## src/rtl/dm_store_buffer.sv

```systemverilog
// dm_store_buffer: MEM-stage store queue. Turns sb/sh/sw requests into
// word-aligned address, byte-enable and lane-replicated data, holds them in a
// small FIFO and drains them to the data-memory write port over req/ack.
// Also reports loads that hit a word still pending in the buffer.
module dm_store_buffer #(
  parameter int DEPTH  = 4,
  parameter int DATA_W = 32
) (
  input  logic              clk,
  input  logic              reset,
  input  logic              st_valid,
  input  logic [1:0]        DMWOp,
  input  logic [31:0]       addr,
  input  logic [DATA_W-1:0] wdata,
  output logic              st_ready,
  output logic              st_misalign,
  input  logic              ld_valid,
  input  logic [31:0]       ld_addr,
  output logic              ld_conflict,
  output logic              mem_req,
  output logic [31:0]       mem_addr,
  output logic [3:0]        mem_be,
  output logic [DATA_W-1:0] mem_wdata,
  input  logic              mem_ack
);

  localparam int PW = (DEPTH > 1) ? $clog2(DEPTH) : 1;
  localparam int CW = $clog2(DEPTH + 1);

  localparam logic [1:0] OP_SB = 2'd1;
  localparam logic [1:0] OP_SH = 2'd2;
  localparam logic [1:0] OP_SW = 2'd3;

  // Byte-lane enable for a store of kind op at byte offset off within the word.
  function automatic logic [3:0] lane_be(input logic [1:0] op, input logic [1:0] off);
    logic [3:0] be;
    be = 4'b0000;
    case (op)
      OP_SB:   be = 4'b0001 << off;
      OP_SH:   be = off[1] ? 4'b1100 : 4'b0011;
      OP_SW:   be = 4'b1111;
      default: be = 4'b0000;
    endcase
    return be;
  endfunction

  // Replicate the low byte/half of the raw register value across every lane,
  // so the byte enables alone select what memory actually writes.
  function automatic logic [DATA_W-1:0] lane_data(input logic [1:0] op,
                                                  input logic [DATA_W-1:0] d);
    logic [DATA_W-1:0] r;
    r = '0;
    case (op)
      OP_SB:   r = {4{d[7:0]}};
      OP_SH:   r = {2{d[15:0]}};
      OP_SW:   r = d;
      default: r = '0;
    endcase
    return r;
  endfunction

  logic [PW-1:0]     head, tail;
  logic [CW-1:0]     count;
  logic [DEPTH-1:0]  vld_p1;
  logic [29:0]       waddr_p1 [DEPTH];
  logic [3:0]        be_p1    [DEPTH];
  logic [DATA_W-1:0] data_p1  [DEPTH];

  logic enq, deq;

  // The low byte-offset bits of a load do not matter for word matching.
  logic unused_ld_off;
  assign unused_ld_off = ^ld_addr[1:0];

  assign st_misalign = st_valid & (((DMWOp == OP_SH) & addr[0]) |
                                   ((DMWOp == OP_SW) & (addr[1:0] != 2'b00)));
  assign st_ready    = (count != CW'(DEPTH));
  assign mem_req     = (count != '0);
  assign enq         = st_valid & (DMWOp != 2'd0) & ~st_misalign & st_ready;
  assign deq         = mem_req & mem_ack;

  // Head entry drives the write port; all-zero while the buffer is empty.
  always_comb begin
    mem_addr  = '0;
    mem_be    = '0;
    mem_wdata = '0;
    if (mem_req) begin
      mem_addr  = {waddr_p1[head], 2'b00};
      mem_be    = be_p1[head];
      mem_wdata = data_p1[head];
    end
  end

  // A load conflicts with any occupied entry of the same word, including the
  // head being retired this very cycle.
  always_comb begin
    ld_conflict = 1'b0;
    for (int i = 0; i < DEPTH; i++) begin
      if (vld_p1[i] && (waddr_p1[i] == ld_addr[31:2])) ld_conflict = ld_valid;
    end
  end

  // Control: pointers, occupancy and per-entry valid bits.
  always_ff @(posedge clk) begin
    if (reset) begin
      head   <= '0;
      tail   <= '0;
      count  <= '0;
      vld_p1 <= '0;
    end else begin
      if (deq) begin
        head         <= head + PW'(1);
        vld_p1[head] <= 1'b0;
      end
      if (enq) begin
        tail         <= tail + PW'(1);
        vld_p1[tail] <= 1'b1;
      end
      case ({enq, deq})
        2'b10:   count <= count + CW'(1);
        2'b01:   count <= count - CW'(1);
        default: count <= count;
      endcase
    end
  end

  // Entry payload: written at the tail on enqueue, never reset.
  always_ff @(posedge clk) begin
    if (enq) begin
      waddr_p1[tail] <= addr[31:2];
      be_p1[tail]    <= lane_be(DMWOp, addr[1:0]);
      data_p1[tail]  <= lane_data(DMWOp, wdata);
    end
  end

endmodule

```

## config.mk

```make
export PLATFORM = sky130hd
export DESIGN_NAME = dm_store_buffer
export DESIGN_NICKNAME = d
export VERILOG_FILES = /design/src/rtl/dm_store_buffer.sv
export SDC_FILE = /design/constraint.sdc
export NUM_CORES = 1
export LEC_CHECK = 0
export BUFFER_PORTS_ARGS = -buffer_cell sky130_fd_sc_hd__buf_2
export CORE_MARGIN = 2
export CORE_UTILIZATION = 45
export DETAILED_ROUTE_END_ITERATION = 8
export PLACE_DENSITY_LB_ADDON = 0.25
export SLEW_MARGIN = 40
export SYNTH_ARGS = -nofsm -noshare
export SYNTH_HDL_FRONTEND = slang
export SYNTH_SLANG_ARGS = --single-unit
```

## constraint.sdc

```tcl
create_clock -name clk -period 4.6 [get_ports clk]
set_clock_uncertainty 0.15 [all_clocks]
set_input_delay 0.92 -clock clk [delete_from_list [all_inputs] [get_ports clk]]
set_output_delay 0.92 -clock clk [all_outputs]
set_load 0.1 [all_outputs]
```

==> metrics, run 1 <==
status finished clean; DP HPWL 19700 microns; chip height 171 microns; Top Ports 175; Fillers 2296; vias after detailed routing 7046; CP peak stage delay 470 ps; synthesized flop and latch total 277; Remaining DRCs 0; Worst-Margin Slew 709 ps; count of cell types in the netlist 33; DRT antenna net count 0; Worst R2R Start count[0]; Hold Startpoint count[2]; Hold EP count[2]; Avg Cell Area, Syn 16.5 sq um; H-tree levels 1; top_reg_cell synth edfxtp_1; Critical Path Fanout Max 4; Worst Setup Start Kind input port; Starting Density 45.5%; placed cell area 13800 sq um; post-route setup TNS 0 ps; post-route cell area 14700 sq um; layout cells sized above 1 31.3%; Syn. warnings 0; first-pass GRT wire length 43100 microns; Tcrit/Tclk final 88.8%; die area 29300 sq um; pins over their slew limit 0; biggest area consumer among synthesized cells edfxtp_1; end of the worst register-to-register path count[2]; CTS buffer count 28; TritonRoute pass-1 iters 5; GRT overflow 0; Critical Path RT 3530 ps; asr flop ratio synth 0%; maxcap violations 0; Fmax 0.245 GHz; clock period minus worst slack 4090 ps; Worst Hold Depth 2; maximum vdd ir drop 0.569 mV; Hold Vio Cnt, Final 0; Hold Crit Class reg -> reg; vias in the first global route 6902; CTS clock-pin slew for the worst setup and hold paths 60 ps; CP Cell Sequence buf_2, xnor2_1, nand4_1, nor4_1, nand4_1, a41oi_1, buf_2; PwrDens 641 nW/um^2; area of the core 27700 sq um; endpoint class of the critical path output port; DR iter-0 viols 524; Die Wd 171 microns; Slew headroom 52.7%; WL final 29300 microns; register area share after synthesis 65.0%; synthesized area 12600 sq um; maximum clock path buffer count 3; post-cts resize count 0; CTS tree done; Nets 1036; synth top area cells edfxtp_1 (63%), mux4_2 (12%), xnor2_1 (5.4%); reg2reg path depth 8; Setup CP Type in -> out; Power Total 9.44 mW; Total GRT Usage 20.0%; switching power 4.31 mW; DR WL/cell 22.1 microns; switch share 45.6%; Root Buffer clkbuf_16; Int Pwr 5.13 mW; worst skew pair latency 540 ps; initial antenna violation count 2; P&R area growth vs syn 16.9%; RSZ-0062 raised after global routing no; Post-CTS Setup Inserts 0; clock network power share 23.7%; largest net degree at the start of global routing 69; Via-to-Cell Ratio 5.31; Post-synth EDFFs 264; WP data arrival 3020 ps; final setup fails 0; static leakage 5.09 nW; routability cong. 0.843; Cells after Synth 764; clk sinks 277; PortBufs 170; Seq pwr share 32.2%; Crit-path slowest cell nor4_1; Std-Cell Rows 61; reg2reg setup slack 1730 ps; Logic pwr share 44.1%; # hold bufs at CTS 0; top cell type's share of synthesized area 62.9%
## critical path: cells and delay by family
family                    cells  cell delay [ps]
and+or+nand+nor               3              810
AOI/OAI and AO/OA             1              290
buffers and inverters         2              610
xor gates and xnor gates      1              370
## how the worst max path moves through the flow
stage | cells after the start | slack (ps) | end | from
floorplan | 6 | 160 | ld_conflict | ld_addr[11]
finish | 7 | 510 | ld_conflict | ld_addr[28]
CTS | 7 | 550 | ld_conflict | ld_addr[28]
global route | 7 | 370 | ld_conflict | ld_addr[28]
detailed placement | 7 | 570 | ld_conflict | ld_addr[28]
global placement | 7 | 600 | ld_conflict | ld_addr[28]
## registers in the layout, summed over array words and instances (netlist names), named ones only
signal / flops
waddr_p1: 120
data_p1: 128
tail: 2
vld_p1: 4
be_p1: 16
count: 3
head: 2
## synthesized netlist by cell type, types with 11 or more instances
library cell    n
mux4_2         66
mux2i_1        17
nand4_1        24
buf_2          15
xor2_1         46
clkbuf_1       22
nor4_1         16
and2_1         72
o21ai_0        19
a21oi_1        11
inv_1          12
nand2_1        15
edfxtp_1      264
dfxtp_1        13
nor2_1         15
xnor2_1        78
## through the flow
| step | hold slack (ps) | utilization (%) | setup WS [ps] | instances |
|---|---|---|---|---|
| 2_1_floorplan | 315 | - | 158 | 765 |
| 3_3_place_gp | 341 | 49.8 | 600 | 1271 |
| 3_5_place_dp | 346 | 49.8 | 574 | 1271 |
| 4_1_cts | 357 | 53.1 | 551 | 1323 |
| 5_1_grt | 388 | 53.1 | 371 | 1323 |
| 6_report | 359 | 53.1 | 515 | 1326 |
## cell usage in the layout (no fill, tap or decap), types with 6 or more instances in the layout
cell	count
nor2b_1	6
buf_2	170
ha_1	9
dfxtp_1	11
edfxtp_1	264
clkinv_2	9
nand2_1	15
o21ai_0	19
clkinv_1	7
and2_1	68
nand3_1	7
a21oi_1	11
clkbuf_16	29
buf_12	6
inv_1	12
nor2_1	15
nor4_1	16
nand4_1	24
xnor2_1	78
xor2_1	46
mux2i_1	17
a22o_1	8
mux4_2	66
## per-layer routing
metal  global-route usage (%)  vias up  wire, microns
li1                         -     3223              -
met1                     27.3     3533          12300
met2                     33.7      259          14500
met3                     4.19       31           2040
met4                     3.98        0            469
met5                        0        -              0
## power by group through the flow
stage,Combinational [mW],Sequential (mW),Clock (mW)
after floorplan,3.58,3.01,0
after global placement,4.20,3.10,0
after detailed placement,4.21,3.10,0
after CTS,4.22,3.05,2.28
after global routing,4.35,3.06,2.37
final,4.16,3.04,2.24
## layout make-up
class	instances	area [sq um]	share of cell area [%]
Clock inverter	20	169	1.15
Sequential cell	277	8190	55.7
Tap cell	378	473	3.21
Clock buffer	32	737	5.01
Inverter	12	45.0	0.306
Antenna cell	3	7.51	0.0510
Multi-Input combinational cell	425	4100	27.9
Timing Repair Buffer	179	993	6.75
## logic make-up (layout without fill, tap and decap cells)
group | count (synthesis) | in the layout | share of synthesized area (%)
DFF | 277 | 277 | 65.0
muxes | 83 | 83 | 13.2
other | 1 | 5 | 0.0298
buffers and inverters | 63 | 243 | 2.51
adders and majority gates | 10 | 10 | 1.05
and+or+nand+nor | 163 | 163 | 7.56
xor gates and xnor gates | 124 | 124 | 8.62
AOI/OAI and AO/OA | 43 | 43 | 2.06
Note: power is estimated with default switching activity, not from simulation.
==> inputs of run 2 (changes only) <==
--- a/config.mk
+++ b/config.mk
@@ -10,6 +10,7 @@
 export CORE_UTILIZATION = 45
 export DETAILED_ROUTE_END_ITERATION = 8
 export PLACE_DENSITY_LB_ADDON = 0.25
+export RECOVER_POWER = 50
 export SLEW_MARGIN = 40
 export SYNTH_ARGS = -nofsm -noshare
 export SYNTH_HDL_FRONTEND = slang
==> run 2 against run 1 <==
- the flow now finishes with violations (max-capacitance violations, max-slew violations)
- combinational power about the same
- register-to-register slack worse by 410 ps
- via count down 0.16%
- total power about the same
- non-clock buffer count unchanged
- largest cell class unchanged
- highest routed layer unchanged
- sequential power about the same
- largest power group unchanged
- global-route usage unchanged
- setup slack worse by 19 ps
- hold slack about the same
- clock-buffer cell count unchanged
- first-iteration DRC count down 6.9%
- critical path type unchanged
==> metrics, run 2 (synthesis gave the netlist of run 1 again) <==
post-cts resize count 0; Std-Cell Rows 61; Hold Crit Class reg -> reg; WP data arrival 3030 ps; Nets 1036; maximum vdd ir drop 0.569 mV; commonest cells after routing, fill and taps aside edfxtp_1 (264), buf_2 (138), xnor2_1 (78); CTS clock-pin slew for the worst setup and hold paths 60 ps; status complete, but fails checks; Hold WS 360 ps; worst skew pair latency 540 ps; Starting Density 45.5%; DR WL/cell 22.1 microns; Slew headroom -29.1%; maxcap violations 3; DP Cell Count 1271; commonest non-fill, non-tap cell in the layout edfxtp_1; PortBufs 170; dpl ws 574 ps; WL final 29300 microns; Critical Path RT 3530 ps; Post-CTS Setup Inserts 0; switching power 4.31 mW; vias after detailed routing 7035; Root Buffer clkbuf_16; Int Pwr 5.13 mW; area of the core 27700 sq um; Worst Setup Start Kind input port; CTS buffer count 28; endpoint class of the critical path output port; Post-Layout Cell Count 1326; Total GRT Usage 20.0%; P&R area growth vs syn 16.5%; RSZ-0062 raised after global routing no; # hold bufs at CTS 0; Top Ports 175; pins over their slew limit 99; TritonRoute pass-1 iters 5; clk sinks 277; switch share 45.7%; Fmax 0.244 GHz; failing checks max-capacitance violations, max-slew violations; final setup fails 0; Worst-Margin Slew 1940 ps; max reg flops 128; Critical Path Fanout Max 4; Top Registers data_p1 (128), waddr_p1 (120), be_p1 (16); layout cells sized above 1 27.4%; post-route cell area 14700 sq um; Logic pwr share 44.1%; H-tree levels 1; die area 29300 sq um; placed cell area 13800 sq um; GRT overflow 0; Setup CP Type in -> out; final worst setup slack 495 ps; Hold Vio Cnt, Final 0; vias in the first global route 6902; Power Total 9.44 mW; largest net degree at the start of global routing 69; routability cong. 0.843; DR iter-0 viols 488; static leakage 5.00 nW; DP HPWL 19700 microns; maximum clock path buffer count 3; Via-to-Cell Ratio 5.31; clock network power share 23.7%; post-route setup TNS 0 ps; Die Wd 171 microns; fin util 53.0%; Remaining DRCs 0; clock period minus worst slack 4100 ps; PwrDens 644 nW/um^2; chip height 171 microns; Seq pwr share 32.2%; Tcrit/Tclk final 89.2%; initial antenna violation count 2; CTS tree done; first-pass GRT wire length 43100 microns; reg2reg setup slack 1320 ps; Top reg by flops data_p1; DRT antenna net count 0
-- run 2: changes by cell type in the layout (fill, tap and decap cells not counted) --
cell	before	now
and2_4	4	2
and2_1	68	69
and4bb_2	1	0
nor2_2	1	0
and4bb_1	0	1
buf_2	170	138
buf_4	3	2
nor2_1	15	16
clkbuf_1	3	36
and2_0	0	1
-- run 2: path summary, 6_finish.rpt --
check / startpoint / endpoint / depth (start not counted)
setup / recovery: ld_addr[28] / ld_conflict / 7
hold / removal: count[2] / count[2] / 2
setup reg to reg: count[0] / data_p1[2][27] / 5
hold reg to reg: count[2] / count[2] / 2
-- run 2: area by class of cell --
class / count / area (sq um)
fillers: 2305 / 13000
flip-flops and latches: 277 / 8190
multi-input cells: 425 / 4100
repair buffers: 179 / 950
clock buffers: 32 / 737
well taps: 378 / 473
clock inverters: 20 / 169
inverters: 12 / 45.0
diodes: 3 / 7.51
-- run 2: power by group through the flow --
| stage | sequential, mW | clock, mW | combinational (mW) |
|---|---|---|---|
| detailed placement | 3.10 | 0 | 4.21 |
| global route | 3.07 | 2.37 | 4.34 |
| global placement | 3.10 | 0 | 4.20 |
| floorplan | 3.01 | 0 | 3.58 |
| finish | 3.04 | 2.24 | 4.16 |
| CTS | 3.05 | 2.28 | 4.22 |
-- run 2: metal layers --
metal	vias up	part of all wire, %	track usage (%)
met5	-	0	0
met4	0	1.6	3.98
met3	31	6.6	4.19
met2	238	49	33.7
met1	3545	43	27.3
li1	3221	-	-
-- run 2: worst max-delay path, stage by stage --
cell and delay [ps]:
buf_2 140, xnor2_1 370, nand4_1 190, nor4_1 470, nand4_1 150, a41oi_1 310
buf_2 480
==> inputs of run 3 (changes only) <==
--- a/config.mk
+++ b/config.mk
@@ -9,6 +9,7 @@
 export CORE_MARGIN = 2
 export CORE_UTILIZATION = 45
 export DETAILED_ROUTE_END_ITERATION = 8
+export MAX_ROUTING_LAYER = met4
 export PLACE_DENSITY_LB_ADDON = 0.25
 export RECOVER_POWER = 50
 export SLEW_MARGIN = 40
==> run 3 against run 2 <==
- the flow still finishes with violations (max-capacitance violations, max-slew violations)
- setup slack better by 12 ps
- utilization hardly changed
- clock-buffer cell count unchanged
- non-clock buffer count stayed put
- via count decreased by 0.24%
- sequential power barely moved
- combinational power hardly changed
- maximum frequency rose by 0.30%
- critical path type unchanged
==> metrics, run 3 (synthesis gave the netlist of run 1 again) <==
vias in the first global route 6914; Top Registers data_p1 (128), waddr_p1 (120), be_p1 (16); layout cells sized above 1 27.4%; static leakage 5.00 nW; Worst Path Buf+Inv 2; vias after detailed routing 7018; DRT antenna net count 0; Hold Crit Class reg -> reg; Critical Path RT 3530 ps; maximum clock path buffer count 3; failing checks max-capacitance violations, max-slew violations; endpoint class of the critical path output port; Hold Vio Cnt, Final 0; commonest non-fill, non-tap cell in the layout edfxtp_1; Worst-Margin Slew 1950 ps; reg2reg path depth 5; commonest cells after routing, fill and taps aside edfxtp_1 (264), buf_2 (138), xnor2_1 (78); Fmax 0.244 GHz; post-route cell area 14700 sq um; first-pass GRT wire length 43000 microns; Total GRT Usage 20.6%; P&R area growth vs syn 16.5%; Top reg by flops data_p1; final setup fails 0; Setup CP Type in -> out; Crit-path slowest cell nor4_1; area of the core 27700 sq um; CP delay by family, top simple AND/OR/NAND/NOR gates; Root Buffer clkbuf_16; WP data arrival 3020 ps; Via-to-Cell Ratio 5.30; Slew headroom -29.8%; Hold EP count[2]; clock period minus worst slack 4090 ps; TritonRoute pass-1 iters 5; Nets 1036; Hold Startpoint count[2]; Starting Density 45.5%; CTS buffer count 28; Post-CTS Setup Inserts 0; Remaining DRCs 0; initial antenna violation count 2; end of the worst register-to-register path data_p1[2][27]; maximum vdd ir drop 0.570 mV; clk sinks 277; Tcrit/Tclk final 89.0%; CP Cell Sequence buf_2, xnor2_1, nand4_1, nor4_1, nand4_1, a41oi_1, buf_2; Std-Cell Rows 61; Worst Hold Depth 2; status complete, but fails checks; Worst Setup Start Kind input port; PwrDens 644 nW/um^2; max reg flops 128; post-route setup TNS 0 ps; fin util 52.9%; DR WL/cell 22.1 microns; pins over their slew limit 99; Die Wd 171 microns; Critical Path Fanout Max 4; Worst R2R Start count[0]; DP HPWL 19700 microns; largest net degree at the start of global routing 69; reg2reg setup slack 1340 ps; CP peak stage delay 470 ps; chip height 171 microns; maxcap violations 3; routability cong. 0.857; DR iter-0 viols 479; # hold bufs at CTS 0; worst skew pair latency 540 ps; WL final 29200 microns; RSZ-0062 raised after global routing no; die area 29300 sq um; Top Ports 175; post-cts resize count 0; CTS tree done; PortBufs 170; placed cell area 13800 sq um; CTS clock-pin slew for the worst setup and hold paths 60 ps; H-tree levels 1; GRT overflow 0
-- run 3: cell types whose count changed in the layout (fill, tap and decap cells not counted) --
cell,delta
diode_2,-1
-- run 3: per-stage QoR --
stage	power [mW]	hold slack (ps)	cells	worst slack, ps
finish	9.44	360	1325	507
global route	9.78	388	1325	371
CTS	9.55	357	1323	551
detailed placement	7.31	346	1271	574
global placement	7.30	341	1271	600
floorplan	6.59	315	765	158
-- run 3: how the worst max path moves through the flow --
stage	startpoint	depth (start not counted)	endpoint
after floorplan	ld_addr[11]	6	ld_conflict
after global placement	ld_addr[28]	7	ld_conflict
after detailed placement	ld_addr[28]	7	ld_conflict
after CTS	ld_addr[28]	7	ld_conflict
after global routing	ld_addr[28]	7	ld_conflict
final	ld_addr[28]	7	ld_conflict
-- run 3: report_power, final --
group | internal [mW] | switching [mW]
registers | 2.92 | 0.124
logic | 0.903 | 3.25
clock network | 1.31 | 0.936
-- run 3: cell type report --
cell class	count	area, sq um
Clock buffer	32	737
Antenna cell	2	5.00
Sequential cell	277	8190
Multi-Input combinational cell	425	4100
Tap cell	378	473
Timing Repair Buffer	179	950
Inverter	12	45.0
Clock inverter	20	169
Fill cell	2305	13000
-- run 3: routing by layer --
metal / vias to the layer above / share of wire [%] / track usage (%)
met5: - / 0 / -
met4: 0 / 1.6 / 3.98
met3: 36 / 7.5 / 4.37
met2: 274 / 50 / 34.0
met1: 3486 / 41 / 26.9
li1: 3222 / - / -
-- run 3: worst reg2reg max path: stages (launching register included) --
cell and delay [ps]:
dfxtp_1 370, inv_1 90, nand3_1 120, and4bb_1 490, and2_1 1330, buf_12 370
